`src/rtl/pwm_pkg.sv`:
```
// rtl/pwm_pkg.sv - shared types and default sizes for the multi-channel PWM
package pwm_pkg;

  typedef enum logic {
    PWM_EDGE   = 1'b0,
    PWM_CENTER = 1'b1
  } pwm_mode_e;

  localparam int PWM_WIDTH    = 8;
  localparam int PWM_CHANNELS = 4;

endpackage

```
`src/rtl/pwm_counter.sv`:
```
// rtl/pwm_counter.sv - period counter for edge/center alignment with boundary detect
module pwm_counter
  import pwm_pkg::*;
#(
  parameter int WIDTH = PWM_WIDTH
) (
  input  logic             clk,
  input  logic             n_rst,
  input  logic             en,
  input  pwm_mode_e        mode,
  input  logic [WIDTH-1:0] period,
  output logic [WIDTH-1:0] count,
  output logic             boundary
);

  localparam logic [WIDTH-1:0] ONE = WIDTH'(1);

  logic             up;
  logic             up_next;
  logic [WIDTH-1:0] count_next;

  always_comb begin
    count_next = '0;
    up_next    = 1'b1;
    if (en && period != '0) begin
      if (mode == PWM_EDGE) begin
        if (count < period) count_next = count + ONE;
      end else if (up) begin
        if (count < period) begin
          count_next = count + ONE;
        end else if (period != ONE) begin
          // top reached: turn around; a period of 1 wraps straight to 0
          count_next = period - ONE;
          up_next    = 1'b0;
        end
      end else if (count > ONE) begin
        count_next = count - ONE;
        up_next    = 1'b0;
      end
    end
  end

  // a disabled counter treats every cycle as a boundary so loads land at once
  assign boundary = ~en | (count_next == '0);

  always_ff @(posedge clk or negedge n_rst) begin
    if (!n_rst) begin
      count <= '0;
      up    <= 1'b1;
    end else begin
      count <= count_next;
      up    <= up_next;
    end
  end

endmodule

```
`src/rtl/pwm_multi.sv`:
```
// rtl/pwm_multi.sv - multi-channel PWM with shadowed period/duty/mode reloaded at boundaries
module pwm_multi
  import pwm_pkg::*;
#(
  parameter int WIDTH    = PWM_WIDTH,
  parameter int CHANNELS = PWM_CHANNELS
) (
  input  logic                      clk,
  input  logic                      n_rst,
  input  logic                      en,
  input  logic                      mode,
  input  logic [WIDTH-1:0]          period,
  input  logic [CHANNELS*WIDTH-1:0] duty,
  input  logic                      load,
  output logic [CHANNELS-1:0]       pwm_o,
  output logic                      cycle_start,
  output logic                      load_ack
);

  pwm_mode_e                 mode_a, mode_p;
  logic [WIDTH-1:0]          period_a, period_p;
  logic [CHANNELS*WIDTH-1:0] duty_a, duty_p;
  logic                      pend_v;
  logic [WIDTH-1:0]          count;
  logic                      boundary;

  pwm_counter #(.WIDTH(WIDTH)) u_counter (
    .clk      (clk),
    .n_rst    (n_rst),
    .en       (en),
    .mode     (mode_a),
    .period   (period_a),
    .count    (count),
    .boundary (boundary)
  );

  always_ff @(posedge clk or negedge n_rst) begin
    if (!n_rst) begin
      mode_a   <= PWM_EDGE;
      period_a <= '1;
      duty_a   <= '0;
      mode_p   <= PWM_EDGE;
      period_p <= '0;
      duty_p   <= '0;
      pend_v   <= 1'b0;
      load_ack <= 1'b0;
    end else begin
      load_ack <= 1'b0;
      if (boundary) begin
        // a load in the boundary cycle wins over anything already pending
        if (load) begin
          mode_a   <= pwm_mode_e'(mode);
          period_a <= period;
          duty_a   <= duty;
        end else if (pend_v) begin
          mode_a   <= mode_p;
          period_a <= period_p;
          duty_a   <= duty_p;
        end
        pend_v   <= 1'b0;
        load_ack <= load | pend_v;
      end else if (load) begin
        mode_p   <= pwm_mode_e'(mode);
        period_p <= period;
        duty_p   <= duty;
        pend_v   <= 1'b1;
      end
    end
  end

  for (genvar i = 0; i < CHANNELS; i++) begin : g_cmp
    assign pwm_o[i] = en & (count < duty_a[i*WIDTH +: WIDTH]);
  end

  assign cycle_start = n_rst & en & (count == '0);

endmodule
```
`config.mk`:
```
export PLATFORM = sky130hd
export DESIGN_NAME = pwm_multi
export DESIGN_NICKNAME = d
export VERILOG_FILES = /design/src/rtl/pwm_pkg.sv /design/src/rtl/pwm_counter.sv /design/src/rtl/pwm_multi.sv
export SDC_FILE = /design/constraint.sdc
export NUM_CORES = 1
export LEC_CHECK = 0
export CORE_MARGIN = 2
export CORE_UTILIZATION = 35
export CTS_CLUSTER_DIAMETER = 100
export CTS_CLUSTER_SIZE = 40
export DETAILED_ROUTE_END_ITERATION = 7
export GPL_TIMING_DRIVEN = 0
export PLACE_DENSITY = 0.54
export SKIP_LAST_GASP = 1
export SYNTH_ARGS = -nofsm -noshare
export SYNTH_HDL_FRONTEND = slang
export SYNTH_HIERARCHICAL = 1
export SYNTH_SLANG_ARGS = --single-unit
```
`constraint.sdc`:
```
create_clock -name clk -period 8.15 [get_ports clk]
set_input_delay 0.815 -clock clk [delete_from_list [all_inputs] [get_ports clk]]
set_output_delay 0.815 -clock clk [all_outputs]
set_load 0.02 [all_outputs]
```
# After elaboration in Yosys (flattened, before gate mapping)
# Cells that the tools add are included.
# W data, S select, Z words.
# classes
n_addsub	3
order_cmp	6
n_eq_ne	1
mux	22
n_bitwise	10
n_reduce_logical	8
# ops
cell	count
$mux W8	9
$mux W32	2
$lt A8 B8 Y1	5
$logic_not A8 Y1	2
$sub A8 B1 Y8 const B	2
$mux W1	11
$add A8 B1 Y8 const B	1
$gt A8 B1 Y1 const B	1
$ne A8 B1 Y1 const B	1
$reduce_bool A8 Y1	1
$and A1 B1 Y1	6
$reduce_and A2 Y1	2
$reduce_bool A2 Y1	2
$not A1 Y1	2
$or A1 B1 Y1	2
$logic_and A1 B1 Y1	1
# totals
ff_bits	93
inputBits	45
out_inout_bits	6
elab_cells	60

# Longest topological paths before layout
# depth
ltp_word	10
ltp_mapped	14

# Modules after synthesis
# The synthesis kept the hierarchy.
# by_module_without_submodules
module	n_inst	cells_per_inst	area_per_inst_um2	seq_area_each_um2
pwm_multi	1	368	4395.5	2112.0
pwm_counter	1	151	1183.6	226.5

# Worst setup path before layout
# Ideal clock, no wire load.
# synth_path
kind	reg-to-reg
from	register period_a[4]
to	register duty_p[0]
setup_ps	125
arrival_ps	2923
required_ps	8025
path_slack_ps	5102
path_stages_with_launch	14
period_less_slack_ps	3048
path_cell_list	dfstp_2 -> inv_1 -> ha_1 -> a41oi_1 -> a21oi_1 -> a21o_1 -> o32a_2 -> a21bo_1 -> nor4_1 -> and4bb_1 -> nor2b_4 -> buf_6 -> buf_6 -> mux2_4
# synth_via
elab_chain_len	10
# synth_rtl
item	line	text
from (decl)	pwm_multi.sv:21	logic [WIDTH-1:0] period_a, period_p;
from (signal assigned)	pwm_multi.sv:53	period_a <= period;
from (signal assigned)	pwm_multi.sv:57	period_a <= period_p;
branches (longest 5 deep; another with $lt A8 B8 Y1)	-	
$mux W8 *	pwm_counter.sv:25	if (en && period != '0) begin
via u_counter.count_next[3]	pwm_counter.sv:20	logic [WIDTH-1:0] count_next;
$logic_not A8 Y1 *	pwm_counter.sv:44	assign boundary = ~en | (count_next == '0);
$or A1 B1 Y1 *	pwm_counter.sv:44	
via boundary	pwm_multi.sv:25	logic boundary;
$not A1 Y1 (no source line) *	-	
$reduce_and A2 Y1 (no source line) *	-	
to (signal assigned)	pwm_multi.sv:65	duty_p <= duty;
to (decl)	pwm_multi.sv:22	logic [CHANNELS*WIDTH-1:0] duty_a, duty_p;
# Mark *: on every way through the listed nets, which the timed path passes.
# A chain may end at the register's enable or synchronous reset.

# Worst setup path after layout
# layout_path
from	register u_counter.count[0]
to	register duty_a[20]
# layout_via
elab_chain_len	8
# layout_rtl
item	line	text
from (decl)	pwm_counter.sv:12	output logic [WIDTH-1:0] count,
from (signal assigned)	pwm_counter.sv:51	count <= count_next;
$sub A8 B1 Y8, or another cell as far along	pwm_counter.sv:37	count_next = count - ONE;
$mux W8, on equally long branches	pwm_counter.sv:36, pwm_counter.sv:29	
$mux W8	pwm_counter.sv:28	end else if (up) begin
$mux W8 *	pwm_counter.sv:26	if (mode == PWM_EDGE) begin
$mux W8 *	pwm_counter.sv:25	
via u_counter.count_next[5]	pwm_counter.sv:20	
$logic_not A8 Y1 *	pwm_counter.sv:44	
$or A1 B1 Y1 *	pwm_counter.sv:44	
via boundary	pwm_multi.sv:25	
$reduce_and A2 Y1 (no source line) *	-	
to (signal assigned)	pwm_multi.sv:54	duty_a <= duty;
to (signal assigned)	pwm_multi.sv:58	duty_a <= duty_p;
to (decl)	pwm_multi.sv:22	
# The timed path passes the listed nets; every way through them passes the cells marked *.

==> run summary <==
======================================================================================================
CTS buffer count                                                                                     9
Number of global-route vias before repair                                                         4102
Number of top-level pins                                                                            51
Number of detailed-route iterations in the first pass                                                5
Worst IR Drop VDD                                                                               157 uV
Clock transition at the register clock pins on the worst setup and hold paths after CTS          70 ps
Placed wire-length estimate after detailed placement                                           9290 um
Number of endpoints failing setup at the final stage                                                 0
Worst path cell trace                                                                     inv_1 > ha_1 > or2_2 > and3_1 > a21boi_0 > o211ai_1 > o21ai_0 > nor2_1 > and4bb_1 > o21ai_1 > buf_2 > buf_2 > o21ai_1
Post-CTS setup buffer count                                                                          0
Total overflow reported by the global router                                                         0
Syn. warnings                                                                                        6
Power density over the cells                                                               380 mW/mm^2
CTS root buffer                                                                           sky130_fd_sc_hd__clkbuf_16
Netlist cell types                                                                                  57
Antenna Cells                                                                                        0
Post-synthesis async set-or-reset flop share                                                      100%
Net count of the finished layout                                                                   666
Maximum number of pins on one net before global-route repair                                        72
Number of levels in the clock H-tree                                                                 3
Clock Latency Late Sink                                                                         350 ps
Number of hold violations in the final report                                                        0
Wire length of the first global-routing pass                                                  21500 um
Clk sink count                                                                                      93
Synthesized instance count                                                                         519
Instance area after placement                                                             0.00636 mm^2
Synth-to-Final Area Change                                                                       19.1%
Number of cells upsized or downsized after cts                                                       0
Critical-path maximum fanout                                                                        15
Number of routed nets with antenna violations                                                        0
Worst endpoint data arrival time                                                               4080 ps
Element type at the critical path end                                                         register
Count of state elements after synthesis                                                             93
Setup Slack @ Placement                                                                        4010 ps
# rows                                                                                              46
Post-synth EDFFs                                                                                     0
Maximum clock path buffer count                                                                      2
Capture point of the worst reg-to-reg path                                                duty_a[20]$_DFFE_PN0P_
Critical path startpoint                                                                  u_counter/count[0]$_DFF_PN0_
Die X                                                                                           130 um
Critical-path top delay cell                                                              sky130_fd_sc_hd__dfrtp_1
GR Util All Layers                                                                               16.6%
Area contributors post-synth                                                              sky130_fd_sc_hd__dfrtp_1 38%, sky130_fd_sc_hd__mux2_4 11%, sky130_fd_sc_hd__ha_1 9.2%
Post-synthesis cell area                                                                  0.00558 mm^2
Core Box Area                                                                              0.0157 mm^2
Worst Setup Start Kind                                                                        register
Final WS setup                                                                                 4290 ps
Max-slew violation total from the final report                                                       0
Leakage dissipation                                                                            3.10 nW
Via total after detailed routing                                                                  4034
Iteration-0 DRC count of the detailed router                                                       257
Area fraction of the dominant cell type after synthesis                                          37.7%
Slack of the worst reg-to-reg path                                                             4290 ps
Clock skew                                                                                     7.54 ps
Number of violations of the max-capacitance limit                                                    0
Net count after synthesis                                                                          605
Fraction of final layout cells with drive strength greater than 1                                15.4%
Sequential share of the synthesized area                                                         41.9%
Count of input and output buffers                                                                   49
Post-synthesis cell type with the largest combined area                                   sky130_fd_sc_hd__dfrtp_1
Worst path required time                                                                       8370 ps
Setup total negative slack                                                                        0 ps
Antenna violations before repair                                                                     0
Remaining design rule violation count                                                                0
Final Routed Wirelength                                                                       13200 um
Vertical die dimension                                                                          130 um
Crit Path Class                                                                                reg2reg
Largest stage delay on the critical path                                                        760 ps
Hold-fix buffers, CTS                                                                                0
Normalized max-slew margin                                                                       56.2%
Clock period minus worst slack                                                                 3860 ps
Total die area                                                                             0.0170 mm^2
End point of the critical path                                                            duty_a[20]$_DFFE_PN0P_
Result of the run                                                                         finished, final reports clean
Critical R2R Launch                                                                       u_counter/count[0]$_DFF_PN0_
Post-route standard cell area excluding fillers                                           0.00665 mm^2
Highest-count cells in the layout ignoring fill and taps                                  84 x sky130_fd_sc_hd__dfrtp_1, 54 x sky130_fd_sc_hd__nand2_1, 48 x sky130_fd_sc_hd__clkdlybuf4s50_1
Max Clk Rate                                                                                   259 MHz
Prevailing post-synth register cell                                                       sky130_fd_sc_hd__dfrtp_1
Number of vias per cell                                                                           5.04
Total Power Consumption                                                                        2.53 mW
CTS tree                                                                                          done
Hold slack final                                                                                380 ps
Synthesized area divided by synthesized cell count                                           10.7 um^2
Leading cell type in the layout, fill and taps excluded                                   sky130_fd_sc_hd__dfrtp_1
Final GP Congestion                                                                              0.868
Hold/Removal Path Class                                                                       in2async
Wire length per cell after detailed routing                                                    16.5 um
Effective utilization at floorplan                                                               35.5%
Final cycle utilization of the critical path                                                     47.4%
Transition time of the tightest slew-check pin                                                  657 ps
Number of cell instances on the worst register-to-register path                                     13
Unrepaired setup endpoints after global routing                                                     no
======================================================================================================
==> sequential cells by signal, summed over array words and instances, names as in the netlist <==
signal and count:
pend_v 1, period_p 8, u_counter/count 8, period_a 8, duty_a 32, load_ack 1
u_counter/up 1, duty_p 32, mode_a 1, mode_p 1
==> layout make-up <==
| type | count | area [um^2] |
|---|---|---|
| fillers | 1515 | 9070 |
| multi-input cells | 360 | 2920 |
| flip-flops and latches | 93 | 2340 |
| repair buffers | 50 | 515 |
| well taps | 216 | 270 |
| clock buffers | 14 | 244 |
| inverters | 43 | 161 |
| plain buffers | 23 | 159 |
| clock inverters | 2 | 37.5 |
==> critical path, delay by kind of cell (launching register included) <==
family / cells / cell delay [ps]
AOI/OAI and AO/OA: 5 / 1080
adders and majority gates: 1 / 310
buffers and inverters: 3 / 730
DFF: 1 / 760
and+or+nand+nor: 4 / 880
==> cells in the mapped netlist, drive strengths merged (6+ instances only) <==
cell	n
mux2i	41
nor2	13
dfstp	9
xnor2	13
a21oi	10
o21ai	58
nor3	7
nand2	54
nand3	10
a211oi	7
buf	18
inv	43
nor4	6
dfrtp	84
ha	41
mux2	41
==> how the worst min path moves through the flow <==
stage	endpoint	cells after the start
floorplan	duty_a[0]$_DFFE_PN0P_	2
global placement	period_a[7]$_DFFE_PN1P_	2
detailed placement	period_a[7]$_DFFE_PN1P_	2
CTS	duty_p[18]$_DFFE_PN0P_	1
global route	duty_p[18]$_DFFE_PN0P_	1
finish	duty_p[11]$_DFFE_PN0P_	1
==> stage by stage <==
stage          cells  utilization (%)
2_1_floorplan    519                -
5_1_grt          801             42.3
3_5_place_dp     785             40.5
6_report         801             42.3
4_1_cts          801             42.3
3_3_place_gp     784             40.3
==> cells by family (layout without fill, tap and decap cells) <==
| logic type | count (synthesis) | after routing | synth area share [%] |
|---|---|---|---|
| and+or+nand+nor | 116 | 116 | 10.3 |
| AOI/OAI and AO/OA | 106 | 106 | 12.2 |
| DFF | 93 | 93 | 41.9 |
| muxes | 82 | 82 | 18.3 |
| buffers and inverters | 66 | 132 | 5.74 |
| adders and majority gates | 41 | 41 | 9.19 |
| xor gates and xnor gates | 15 | 15 | 2.35 |
==> routing by layer <==
metal	vias to the layer above	track usage, %	part of all wire, %
met5	-	0	0
met4	0	7.27	2.4
met3	17	2.34	2.8
met2	68	26.5	47
met1	1987	22.7	48
li1	1962	-	-
==> where the power goes <==
group / internal (mW) / switching [mW] / total, mW
clock: 0.239 / 0.175 / 0.414
sequential: 0.705 / 0.163 / 0.869
combinational: 0.616 / 0.629 / 1.25
(Power assumes the default switching activity.)
